## src/rtl/count_sequence_monitor.sv

```systemverilog
// count_sequence_monitor
// Watches a free-running 2-bit modulo-4 counter and checks that every valid
// sample is the previous valid sample plus one. Once LOCK_LEN consecutive
// correct increments are seen the monitor is LOCKED. While locked it pulses
// on 3->0 wraps, flags violations, and keeps saturating wrap and error counts.
//
// Build option: define SEQ_MON_STICKY_ERR_EN to make ERROR persist until a
// cycle with clear_err high. Without it, ERROR lasts exactly one cycle and
// then the monitor falls back to SYNC on its own.
//
// All outputs come straight from registers. The response to a sample is
// visible in the cycle after the edge that captures it.

module count_sequence_monitor #(
    parameter int LOCK_LEN = 4,   // correct increments needed to lock (1..15)
    parameter int WRAP_W   = 8,   // width of wrap_cnt
    parameter int ERR_W    = 8    // width of err_cnt
) (
    input  logic              clk,
    input  logic              rst,          // asynchronous, active low
    input  logic [1:0]        count_in,
    input  logic              count_valid,
    input  logic              clear_err,
    output logic              locked,
    output logic              seq_err,
    output logic              wrap_pulse,
    output logic [WRAP_W-1:0] wrap_cnt,
    output logic [ERR_W-1:0]  err_cnt,
    output logic [1:0]        mon_state
);

    // State encoding is visible on mon_state, so the values are fixed.
    typedef enum logic [1:0] {
        ST_IDLE   = 2'b00,
        ST_SYNC   = 2'b01,
        ST_LOCKED = 2'b10,
        ST_ERROR  = 2'b11
    } state_t;

    // The run length never needs to exceed 15, because LOCK_LEN is at most 15.
    localparam logic [3:0]        LOCK_LEN_C = 4'(LOCK_LEN);
    localparam logic [WRAP_W-1:0] WRAP_MAX   = {WRAP_W{1'b1}};
    localparam logic [ERR_W-1:0]  ERR_MAX    = {ERR_W{1'b1}};
    localparam logic [WRAP_W-1:0] WRAP_ONE   = WRAP_W'(1);
    localparam logic [ERR_W-1:0]  ERR_ONE    = ERR_W'(1);

    state_t            state_q, state_d;
    logic [1:0]        prev_q, prev_d;
    logic [3:0]        run_q, run_d;
    logic              locked_q, locked_d;
    logic              seq_err_q, seq_err_d;
    logic              wrap_pulse_q, wrap_pulse_d;
    logic [WRAP_W-1:0] wrap_cnt_q, wrap_cnt_d;
    logic [ERR_W-1:0]  err_cnt_q, err_cnt_d;

    logic              sample_ok;
    logic              wrap_seen;
    logic              err_inc;
    logic              wrap_inc;

    // Decode the current sample against the previously accepted one.
    always_comb begin
        sample_ok = (count_in == 2'(prev_q + 2'd1));
        wrap_seen = (prev_q == 2'd3) && (count_in == 2'd0);
    end

    // Next-state logic: FSM transitions, prev tracking, run length and pulses.
    always_comb begin
        state_d      = state_q;
        prev_d       = prev_q;
        run_d        = run_q;
        seq_err_d    = 1'b0;
        wrap_pulse_d = 1'b0;
        err_inc      = 1'b0;
        wrap_inc     = 1'b0;

        // prev follows every valid sample, in every state.
        if (count_valid) begin
            prev_d = count_in;
        end

        case (state_q)
            ST_IDLE: begin
                if (count_valid) begin
                    state_d = ST_SYNC;
                    run_d   = 4'd0;
                end
            end

            ST_SYNC: begin
                if (count_valid) begin
                    if (sample_ok) begin
                        if (4'(run_q + 4'd1) == LOCK_LEN_C) begin
                            state_d = ST_LOCKED;
                            run_d   = 4'd0;
                        end else begin
                            run_d = 4'(run_q + 4'd1);
                        end
                    end else begin
                        // Losing sync before lock is not an error; restart the run.
                        run_d = 4'd0;
                    end
                end
            end

            ST_LOCKED: begin
                if (count_valid) begin
                    if (sample_ok) begin
                        if (wrap_seen) begin
                            wrap_pulse_d = 1'b1;
                            wrap_inc     = 1'b1;
                        end
                    end else begin
                        seq_err_d = 1'b1;
                        err_inc   = 1'b1;
                        state_d   = ST_ERROR;
                        run_d     = 4'd0;
                    end
                end
            end

            ST_ERROR: begin
`ifdef SEQ_MON_STICKY_ERR_EN
                // Stay here until software acknowledges; samples only move prev.
                if (clear_err) begin
                    state_d = ST_SYNC;
                    run_d   = 4'd0;
                end
`else
                // One-cycle error indication, then try to resynchronise.
                state_d = ST_SYNC;
                run_d   = 4'd0;
`endif
            end

            default: begin
                state_d = ST_IDLE;
                run_d   = 4'd0;
            end
        endcase

        locked_d = (state_d == ST_LOCKED);
    end

    // Saturating wrap counter.
    always_comb begin
        wrap_cnt_d = wrap_cnt_q;
        if (wrap_inc && (wrap_cnt_q != WRAP_MAX)) begin
            wrap_cnt_d = wrap_cnt_q + WRAP_ONE;
        end
    end

    // Saturating error counter. An error in the same cycle as clear_err
    // counts as the first error after the clear.
    always_comb begin
        err_cnt_d = err_cnt_q;
        if (err_inc) begin
            if (clear_err) begin
                err_cnt_d = ERR_ONE;
            end else if (err_cnt_q != ERR_MAX) begin
                err_cnt_d = err_cnt_q + ERR_ONE;
            end
        end else if (clear_err) begin
            err_cnt_d = '0;
        end
    end

    // State and output registers with asynchronous active-low reset.
    always_ff @(posedge clk or negedge rst) begin
        if (!rst) begin
            state_q      <= ST_IDLE;
            prev_q       <= 2'd0;
            run_q        <= 4'd0;
            locked_q     <= 1'b0;
            seq_err_q    <= 1'b0;
            wrap_pulse_q <= 1'b0;
            wrap_cnt_q   <= '0;
            err_cnt_q    <= '0;
        end else begin
            state_q      <= state_d;
            prev_q       <= prev_d;
            run_q        <= run_d;
            locked_q     <= locked_d;
            seq_err_q    <= seq_err_d;
            wrap_pulse_q <= wrap_pulse_d;
            wrap_cnt_q   <= wrap_cnt_d;
            err_cnt_q    <= err_cnt_d;
        end
    end

    // Drive the output ports from the registers.
    always_comb begin
        locked     = locked_q;
        seq_err    = seq_err_q;
        wrap_pulse = wrap_pulse_q;
        wrap_cnt   = wrap_cnt_q;
        err_cnt    = err_cnt_q;
        mon_state  = state_q;
    end

endmodule

```

## config.mk

```make
export PLATFORM = sky130hd
export DESIGN_NAME = count_sequence_monitor
export DESIGN_NICKNAME = d
export VERILOG_FILES = /design/src/rtl/count_sequence_monitor.sv
export SDC_FILE = /design/constraint.sdc
export NUM_CORES = 1
export LEC_CHECK = 0
export CORE_ASPECT_RATIO = 0.75
export CORE_MARGIN = 5
export CORE_UTILIZATION = 45
export DETAILED_ROUTE_END_ITERATION = 10
export HOLD_SLACK_MARGIN = 0.08
export PLACE_DENSITY = 0.7
export SETUP_SLACK_MARGIN = 0.15
export SKIP_LAST_GASP = 1
export SYNTH_ARGS = -nofsm -noshare
export SYNTH_HDL_FRONTEND = slang
export SYNTH_SLANG_ARGS = --single-unit
```

## constraint.sdc

```tcl
create_clock -name clk -period 5.7 [get_ports clk]
set_input_delay 1.14 -clock clk [delete_from_list [all_inputs] [get_ports clk]]
set_output_delay 1.14 -clock clk [all_outputs]
set_load 0.005 [all_outputs]
```

* Word-level counts from Yosys, hierarchy flattened
Index checks and enable logic that the tools add are counted.
** Word-level totals
- Output and inout bits :: 21
- Bits of input ports :: 6
- Register bits :: 27
** Cells by class
- Equal/unequal tests :: 13
- Reduce and logical (&&, ||, !) cells :: 8
- Mux-type cells :: 25
- $add $sub $neg :: 4
** Operators with widths (count)
- 8-bit 2-to-1 mux :: 4
- 4-bit 2-to-1 mux :: 6
- 8-bit by 1-bit adder with 8-bit output (second input constant) :: 2
- 8-bit inequality test (second input constant) :: 2
- 4-bit case mux with 4 select lines :: 1
- 2-bit 2-to-1 mux :: 6
- 2-bit equality test (second input constant) :: 4
- 2-bit inequality test (second input constant) :: 4
- 2-bit case mux with 4 select lines :: 1
- 1-bit 2-to-1 mux :: 7
- 4-bit by 1-bit adder with 4-bit output (second input constant) :: 1
- 4-bit by 3-bit equality test with 1-bit output (second input constant) :: 1
- 2-bit logical NOT :: 2
- 4-bit AND reduction :: 1
- 2-bit nonzero test :: 2
- 2-bit by 1-bit adder with 2-bit output (second input constant) :: 1
- 2-bit by 1-bit equality test with 1-bit output (second input constant) :: 1
- 2-bit equality test :: 1
- 1-bit logical AND :: 2
- 2-bit AND reduction :: 1

* Logic depth before layout (Yosys ltp)
Gate-level depths: netlist of the first run.
- Depth in word-level cells :: 7
- Gate-level depth with buffers :: 7
- Gate-level depth less buffers :: 6

* Worst setup path before layout of the first run
OpenSTA, ideal clock, no wires.
- Path type :: input -> register
- Start :: in count_in[0]
- End :: reg wrap_cnt_q[1] (netlist: wrap_cnt[1])
- Required time :: 5.575 ns
- Data arrival time :: 2.333 ns
- Setup time :: 0.125 ns
- Path buffers :: 0
- Stages on the path :: 4
- Path slack :: 3.242 ns
- Cells stage by stage :: or3b_4 -> nor4_4 -> and2b_4 -> mux2_4
** Between the ends
- Word-level cells in the longest chain between the ends :: 7
- Elaborated cells on any way between the ends :: 8
- Those cells by class :: eq/ne: 1; mux: 4; reduce/logical: 3
** RTL lines
- start, declared :: RTL line 21 : input logic [1:0] count_in,
- 2-bit logical NOT :: RTL line 64 : wrap_seen = (prev_q == 2'd3) && (count_in == 2'd0);
- 1-bit logical AND :: RTL line 64
- 1-bit 2-to-1 mux :: RTL line 109 : if (wrap_seen) begin
- 1-bit 2-to-1 mux * :: RTL line 108 : if (sample_ok) begin
- 1-bit 2-to-1 mux * :: RTL line 107 : if (count_valid) begin
- 1-bit 2-to-1 mux * :: RTL line 82 : case (state_q)
- net wrap_inc :: RTL line 59 : logic wrap_inc;
- 1-bit logical AND * :: RTL line 148 : if (wrap_inc && (wrap_cnt_q != WRAP_MAX)) begin
- end signal, assigned :: RTL line 186 : wrap_cnt_q <= wrap_cnt_d;
- end, declared :: RTL line 53 : logic [WRAP_W-1:0] wrap_cnt_q, wrap_cnt_d;
Mark *: on every way through the listed nets, which the timed path passes. The rest lies on a longest branch.
A chain may end at the register's enable or synchronous reset.

* Worst setup path in the final report of the first run
- Start :: in count_in[1]
- End :: reg wrap_cnt_q[1] (netlist: wrap_cnt[1])
Same word-level chain as after synthesis.

==> results.toml, run 1 <==
[worst_setup_path]
required_ns = 5.86
slowest_stage = "clkdlybuf4s50_1"
critPathLaunchType = "input pin"
cp_data_arrival_time_ns = 2.99
critPathKind = "in -> reg"
cp-end-kind = "register"
max_stage_delay_ns = 0.51
worstPathCellList = "clkdlybuf4s50_1 > or3b_4 > nor4_4 > and2b_4 > mux2_4"
r2r_cells = 5
path_max_fanout = 8

[synth]
yosysMostFrequentCell = "dfrtp_1"
yosysTopAreaCell = "dfrtp_1"
synthesis.area_um2 = 1479
synth-edff-count = 0
syn-num-nets = 153
synthFlopType = "dfrtp_1"
ys_warn_count = 0
synthCells = 142
synth-seq-area-share_pct = 45.69
synthDistinctLibCells = 43
async_flop_share_pct = 100.0
ys_ff_latch = 27
synth_top_cell_area_share_pct = 45.69
synth.top_cells.by_area = "dfrtp_1 46%, ha_1 4.2%, a21oi_1 4.1%"
syn_area_per_cell_um2 = 10.41
synth.top_cells.by_count = "27 x dfrtp_1, 13 x nand2_1, 12 x a21oi_1"

[worst_hold_path]
hold_path_class = "reg -> reg"
min_path_cells = 1

[global_route]
grt.total_usage_pct = 15.24
globalRouteOverflowTotal = 0
grt_pass1_wl_mm = 5.540
grt_pass1_vias = 1214
grt_max_degree = 28
antenna_found_initial = 0

[cts]
cts_resized = 0
clk_latency_ns = 0.27
htreeDepth = 1
post-cts-setup-buffers = 0
cts_buffers = 3
cts_buffer_depth = 2
ctsRootBufferMaster = "clkbuf_8"
path_clk_slew_ns = 0.08
cts_tree = "yes"
clock-sinks = 27
cts_hold_buf = 0

[place]
io_buffers = 26
hpwl_mm = 2.430
routabilityCongestion = 0.8339

[floorplan]
initial_utilization_pct = 45.92
std_cell_rows = 18
fp.dieH_um = 59.65
core_area_um2 = 3221
io_pins = 27
dieArea_um2 = 4545
fp.dieW_um = 76.20

[route]
first_iter_violations = 66
postRouteAntennaNets = 0
remaining_drc_errors = 0
drtPass1Iterations = 4
via_per_inst = 5.895
num_vias = 1238
routed_wl_mm = 3.249
drt-wirelength-per-cell_um = 15.47

[timing]
max_freq_mhz = 353.6
setup_viol_count_final = 0
post-route-min-period_ns = 2.828
slew_violations = 0
worst_slew_pin_slew_ns = 0.4650
rsz0062_at_grt = "no"
fin_worst_skew_ns = 0.003889
period_share_pct = 49.62
tns_ns = 0
slew-limit-headroom_pct = 68.78
hold_violations = 0

[cells_and_area]
antenna_cells = 0
final_util_pct = 56.68
syn2layout_area_growth_pct = 23.43
finalNetCount = 182
fillerInstances = 280
layout-drive-gt1-share_pct = 7.647

[run]
maxCapViolCount = 0

[power]
peakVddDrop_mv = 0.1217
p_per_area_nw_per_um2 = 188.6
p_leak_nw = 0.8251

[outcome]
status = "finished clean"
[state kept, by name (all words and copies together), names as in the netlist]
register	flops
err_cnt	8
locked	1
mon_state	2
prev_q	2
run_q	4
seq_err	1
wrap_cnt	8
wrap_pulse	1
[power by group]
part	leakage (nW)	switching, mW	internal, mW	total (mW)
Clock	0.0228	0.0564	0.0500	0.106
Combinational	0.436	0.0218	0.0148	0.0367
Sequential	0.367	0.00597	0.195	0.201
Total	0.825	0.0842	0.260	0.344
[worst paths after layout]
path,startpoint,end,slack [ns]
min in group asynchronous,rst,seq_err,1.24
setup reg to reg,prev_q[0],wrap_cnt[1],3.48
hold / removal,wrap_cnt[7],wrap_cnt[7],0.51
hold reg to reg,wrap_cnt[7],wrap_cnt[7],0.51
setup / recovery,count_in[1],wrap_cnt[1],2.87
max in group asynchronous,rst,prev_q[1],4.20
[worst max-delay path, delay by kind of cell]
kind	cells	cell delay [ns]
mux	1	0.30
buf+inv	1	0.51
simple gates	3	1.03
[cell families (layout without fill, tap and decap cells)]
logic type,after synthesis,count (layout),synth area share [%]
muxes,4,4,3.553
adders and majority gates,5,5,4.230
and+or+nand+nor,52,52,22.59
xor gates and xnor gates,7,7,4.653
AOI/OAI and AO/OA,42,42,17.68
buffers and inverters,5,33,1.607
DFF,27,27,45.69
[cell usage in the layout, fill, tap and decap left out, types with 2 or more instances in the layout]
cell             netlist  layout
dfrtp_1               27      27
clkdlybuf4s50_1        0      26
nand2_1               13      13
a21oi_1               12      12
o21ai_0               10      10
a21o_1                 5       5
and3_1                 5       5
ha_1                   5       5
xor2_1                 4       4
or3_1                  4       4
nand3b_1               3       3
nand2b_1               3       3
nand3_1                3       3
nor2_1                 3       3
o31ai_1                3       3
a31oi_1                3       3
clkbuf_8               0       3
xnor2_1                2       2
inv_1                  2       2
nor2b_1                2       2
nand4_1                2       2
a21boi_0               2       2
o2111ai_1              2       2
o311ai_0               2       2
or4_1                  2       2
mux2_4                 2       2
and4bb_1               2       2
mux2_2                 2       2
[per-stage QoR]
stage                     instances  hold slack [ns]  area (um^2)  setup WS [ns]  total power, mW
after floorplan                 142           0.4848         1479          3.242           0.2278
after global placement          206           0.5004         1780          2.651           0.2408
after detailed placement        206           0.5015         1780          2.571           0.2422
after CTS                       210           0.5178         1826          2.871           0.3500
after global routing            210           0.5401         1826          2.770           0.3653
final                           210           0.5124         1826          2.872           0.3443
[layout make-up]
type	instances	area, um^2	share of cell area (%)
flip-flops and latches	27	675.6	37.01
repair buffers	27	267.8	14.67
clock buffers	4	45.04	2.467
inverters	2	7.507	0.4112
multi-input cells	110	779.5	42.70
well taps	40	50.05	2.742
[per-layer routing]
metal / wire, um / GRT usage [%] / vias to the layer above / share of wire (%)
met4: 62 / 5.736 / 0 / 1.9
met5: 0 / 0 / - / 0
li1: - / - / 589 / -
met2: 1503 / 24.76 / 33 / 46
met3: 166 / 5.167 / 8 / 5.1
met1: 1516 / 19.08 / 608 / 47
(Power assumes the default switching activity.)
==> run 2, diff against run 1 <==
- clock period: 5.7 -> 2.8 ns (I/O delays scaled with it)
==> run 2 against run 1 <==
Utilization grew 0.27 points. Combinational power grew 100%. Sequential share of layout area shrank 0.18 points. Total power grew 100%. Clock-buffer cell count shrank 1. Largest cell class unchanged. Setup slack lost 2.3 ns. Clock power grew 100%. Wire length shrank 4.3%. Critical path type unchanged. Via count shrank 2.3%. Sequential power grew 100%. Clock skew shrank 0.00099 ns. Die area is the same.
==> results.toml, run 2 (synthesis gave the netlist of run 1 again) <==
[outcome]
status = "finished clean"

[worst_setup_path]
critPathKind = "in -> reg"
r2r_start = "prev_q[0]"
worstPathCellList = "clkdlybuf4s50_1 > or3b_4 > nor4_4 > and2b_4 > mux2_4"
cp-end-kind = "register"
required_ns = 2.96
timing.critical_path.from = "count_in[0]"
critPathLaunchType = "input pin"
cp_data_arrival_time_ns = 2.41
path_max_fanout = 8
slowest_stage = "clkdlybuf4s50_1"
max_stage_delay_ns = 0.49

[floorplan]
core_area_um2 = 3221
fp.dieH_um = 59.65
dieArea_um2 = 4545
fp.dieW_um = 76.20
io_pins = 27
std_cell_rows = 18
initial_utilization_pct = 45.92

[cts]
post-cts-setup-buffers = 0
ctsRootBufferMaster = "clkbuf_8"
path_clk_slew_ns = 0.09
cts_buffers = 3
cts_resized = 0
cts_hold_buf = 0
htreeDepth = 1
cts_tree = "yes"
clk_latency_ns = 0.27
cts_buffer_depth = 2
clock-sinks = 27

[route]
postRouteAntennaNets = 0
remaining_drc_errors = 0
first_iter_violations = 58
num_vias = 1209
routed_wl_mm = 3.108
drtPass1Iterations = 4
drt-wirelength-per-cell_um = 14.73
via_per_inst = 5.730

[cells_and_area]
final_cell_mix = "27 x dfrtp_1, 26 x clkdlybuf4s50_1, 13 x nand2_1"
finalNetCount = 183
layout-drive-gt1-share_pct = 8.772
syn2layout_area_growth_pct = 24.03
antenna_cells = 0
layout_commonest_cell = "dfrtp_1"

[global_route]
antenna_found_initial = 0
grt_max_degree = 28
grt_pass1_wl_mm = 5.347
globalRouteOverflowTotal = 0
grt_pass1_vias = 1187
grt.total_usage_pct = 14.42

[timing]
setup_viol_count_final = 0
whs_ns = 0.5138
worst_slew_pin_slew_ns = 0.4546
max_freq_mhz = 444.2
hold_violations = 0
slew-limit-headroom_pct = 69.46
tns_ns = 0
period_share_pct = 80.39
fin_worst_skew_ns = 0.002903
post-route-min-period_ns = 2.251
rsz0062_at_grt = "no"
slew_violations = 0

[worst_hold_path]
min_from = "wrap_cnt[7]"
hold_path_class = "reg -> reg"

[power]
p_per_area_nw_per_um2 = 380.1
p_leak_nw = 0.8326
peakVddDrop_mv = 0.2413

[place]
io_buffers = 26
hpwl_mm = 2.344
routabilityCongestion = 0.8010

[run]
maxCapViolCount = 0
-- run 2: cell types whose count changed in the layout (fill, tap and decap cells not counted) --
cell / change
buf_4: +1
clkinv_2: +1
clkbuf_1: -1
-- run 2: final cells by class --
cell class	instances	area, um^2
Inverter	2	7.507
Tap cell	40	50.05
Sequential cell	27	675.6
Fill cell	285	1386
Clock inverter	1	5.005
Clock buffer	3	41.29
Timing Repair Buffer	28	275.3
Multi-Input combinational cell	110	779.5
-- run 2: report_power, final --
group	internal [mW]	switching (mW)	total, mW
sequential	0.398	0.0127	0.410
clock	0.0995	0.113	0.212
combinational	0.0313	0.0436	0.0749
total	0.528	0.169	0.697
-- run 2: path summary, 6_finish.rpt --
kind                          endpoint  slack (ns)  cells after the start
setup / recovery           wrap_cnt[1]        0.55                      5
hold / removal             wrap_cnt[7]        0.51                      1
setup reg to reg           wrap_cnt[1]        0.59                      5
hold reg to reg            wrap_cnt[7]        0.51                      1
max in group asynchronous       locked        1.89                      2
min in group asynchronous      seq_err        0.65                      2
-- run 2: critical path: cells and delay by family --
kind          cells  cell delay [ns]
buf+inv           1             0.49
simple gates      3             1.06
mux               1             0.30
-- run 2: per-layer routing --
metal / up-vias / part of all wire [%] / wire length [um] / GRT usage, %
met4: 0 / 0.87 / 27 / 3.491
met3: 4 / 5.2 / 163 / 4.255
li1: 591 / - / - / -
met5: - / 0 / 0 / 0
met1: 586 / 47 / 1472 / 19.60
met2: 28 / 46 / 1445 / 22.93
-- run 2: per-stage QoR --
step / instances / utilization, % / area, um^2 / worst slack (ns) / total power, mW
floorplan: 142 / - / 1479 / 0.7679 / 0.4637
global placement: 207 / 55.52 / 1788 / 0.3160 / 0.4911
detailed placement: 207 / 55.52 / 1788 / 0.2574 / 0.4931
CTS: 211 / 56.95 / 1834 / 0.5546 / 0.7051
global route: 211 / 56.95 / 1834 / 0.4816 / 0.7267
finish: 211 / 56.95 / 1834 / 0.5490 / 0.6972
==> run 3, diff against run 2 <==
- PLACE_DENSITY: 0.7 -> 0.73
- clock period: 2.8 -> 2.04 ns (I/O delays scaled with it)
==> run 3 against run 2 <==
Flip-flop and latch count stayed put. Sequential share of layout area fell by 2.4 points. Total power increased by 43%. Clock power grew 41%. Register-to-register slack worse by 0.42 ns. Critical path type is now reg -> reg. Critical endpoint unchanged.
==> results.toml, run 3 (synthesis gave the netlist of run 1 again) <==
[timing]
period_share_pct = 91.78
max_freq_mhz = 534.1
fin_ws_ns = 0.1677
slew_violations = 0
rsz0062_at_grt = "yes"
slew-limit-headroom_pct = 72.72
fin_worst_skew_ns = 0.004560
setup_viol_count_final = 0
hold_violations = 0
worst_slew_pin_slew_ns = 0.4078
post-route-min-period_ns = 1.872

[global_route]
use_met2_pct = 24.27
grt.total_usage_pct = 15.07
grt_util_met3_pct = 3.951
grt_pass1_wl_mm = 5.637
globalRouteOverflowTotal = 0
antenna_found_initial = 0
use_met1_pct = 20.81
top_usage_layer = "met2"
grt_max_degree = 28
grt_pass1_vias = 1189

[route]
num_vias = 1225
postRouteAntennaNets = 0
via_per_inst = 5.469
first_iter_violations = 96
drtPass1Iterations = 4
remaining_drc_errors = 0
routed_wl_mm = 3.206
drt-wirelength-per-cell_um = 14.31

[power]
peakVddDrop_mv = 0.2639
total_power_mw = 0.9957
p_leak_nw = 0.9119
p_per_area_nw_per_um2 = 506.9

[place]
place_area_um2 = 1863
routabilityCongestion = 0.8027
hpwl_mm = 2.367
io_buffers = 26
pre_cts_slack_ns = -0.2286

[cts]
cts_buffers = 3
clk_latency_ns = 0.27
clock-sinks = 27
cts_tree = "yes"
htreeDepth = 1
ctsRootBufferMaster = "clkbuf_8"
path_clk_slew_ns = 0.09
cts_buffer_depth = 2

[cells_and_area]
layout-drive-gt1-share_pct = 16.30
layout_commonest_cell = "dfrtp_1"
syn2layout_area_growth_pct = 32.83
finalNetCount = 196
final_area_um2 = 1964
antenna_cells = 0
final_cell_mix = "26 x dfrtp_1, 24 x clkdlybuf4s50_1, 13 x nand2_1, 13 x buf_4, 12 x a21oi_1"

[floorplan]
std_cell_rows = 18
initial_utilization_pct = 45.92
fp.dieW_um = 76.20
fp.dieH_um = 59.65
dieArea_um2 = 4545
core_area_um2 = 3221
io_pins = 27

[worst_setup_path]
critPathLaunchType = "register"
critPathKind = "reg -> reg"
path_max_fanout = 3
cp_data_arrival_time_ns = 2.04
worstPathCellList = "ha_4 > or3b_4 > nor4_4 > and2b_4 > mux2_4"
required_ns = 2.20
max_stage_delay_ns = 0.39
cp-end-kind = "register"
slowest_stage = "dfrtp_1"

[worst_hold_path]
hold_path_class = "in -> async"

[outcome]
status = "finished clean"

[run]
maxCapViolCount = 0
[run 3: cell type report]
class                   count  area (um^2)
fillers                   269         1256
flip-flops and latches     27        676.9
repair buffers             41        385.4
clock buffers               4        45.04
well taps                  40        50.05
inverters                   2        7.507
multi-input cells         110        799.5
[run 3: timing repair]
action | in CTS | in global routing
gates resized for setup | 3 | 4
pin swaps | 1 | 3
buffers inserted | 2 | 1
setup endpoints to repair | 13 | 14
hold buffers | 0 | 0
endpoints found under the hold margin | 0 | 0
[run 3: per-stage QoR]
stage | instances | utilization [%] | TNS [ns] | hold slack, ns
after global placement | 217 | 57.85 | -1.339 | 0.4977
after global routing | 224 | 60.99 | 0 | 0.5239
after detailed placement | 217 | 57.85 | -1.755 | 0.5084
final | 224 | 60.99 | 0 | 0.4998
after floorplan | 142 | - | 0 | 0.1124
after CTS | 223 | 60.26 | 0 | 0.5068
[run 3: path summary, 6_finish.rpt]
check	slack [ns]	cells past startpoint	start	end
max	0.17	5	prev_q[1]	wrap_cnt[1]
min	0.50	2	rst	err_cnt[3]
max in group asynchronous	1.26	2	rst	prev_q[0]
min in group clk	0.53	1	wrap_cnt[3]	wrap_cnt[3]
max reg2reg	0.17	5	prev_q[1]	wrap_cnt[1]
min reg2reg	0.53	1	wrap_cnt[3]	wrap_cnt[3]
[run 3: routing by layer]
metal  vias up  wire (um)  part of all wire (%)
li1        614          -                     -
met1       580       1585                    49
met2        26       1442                    45
met3         5        152                   4.7
met4         0         27                  0.84
met5         -          0                     0
[run 3: power breakdown]
part           total [mW]  internal (mW)  switching, mW
clock network       0.298          0.140          0.158
registers           0.562          0.546         0.0164
logic               0.135         0.0681         0.0671
[run 3: critical path, delay by kind of cell, from the launching register on]
| family | cells | cell delay (ns) |
|---|---|---|
| and+or+nand+nor | 3 | 0.96 |
| muxes | 1 | 0.29 |
| adders and majority gates | 1 | 0.13 |
| DFF | 1 | 0.39 |
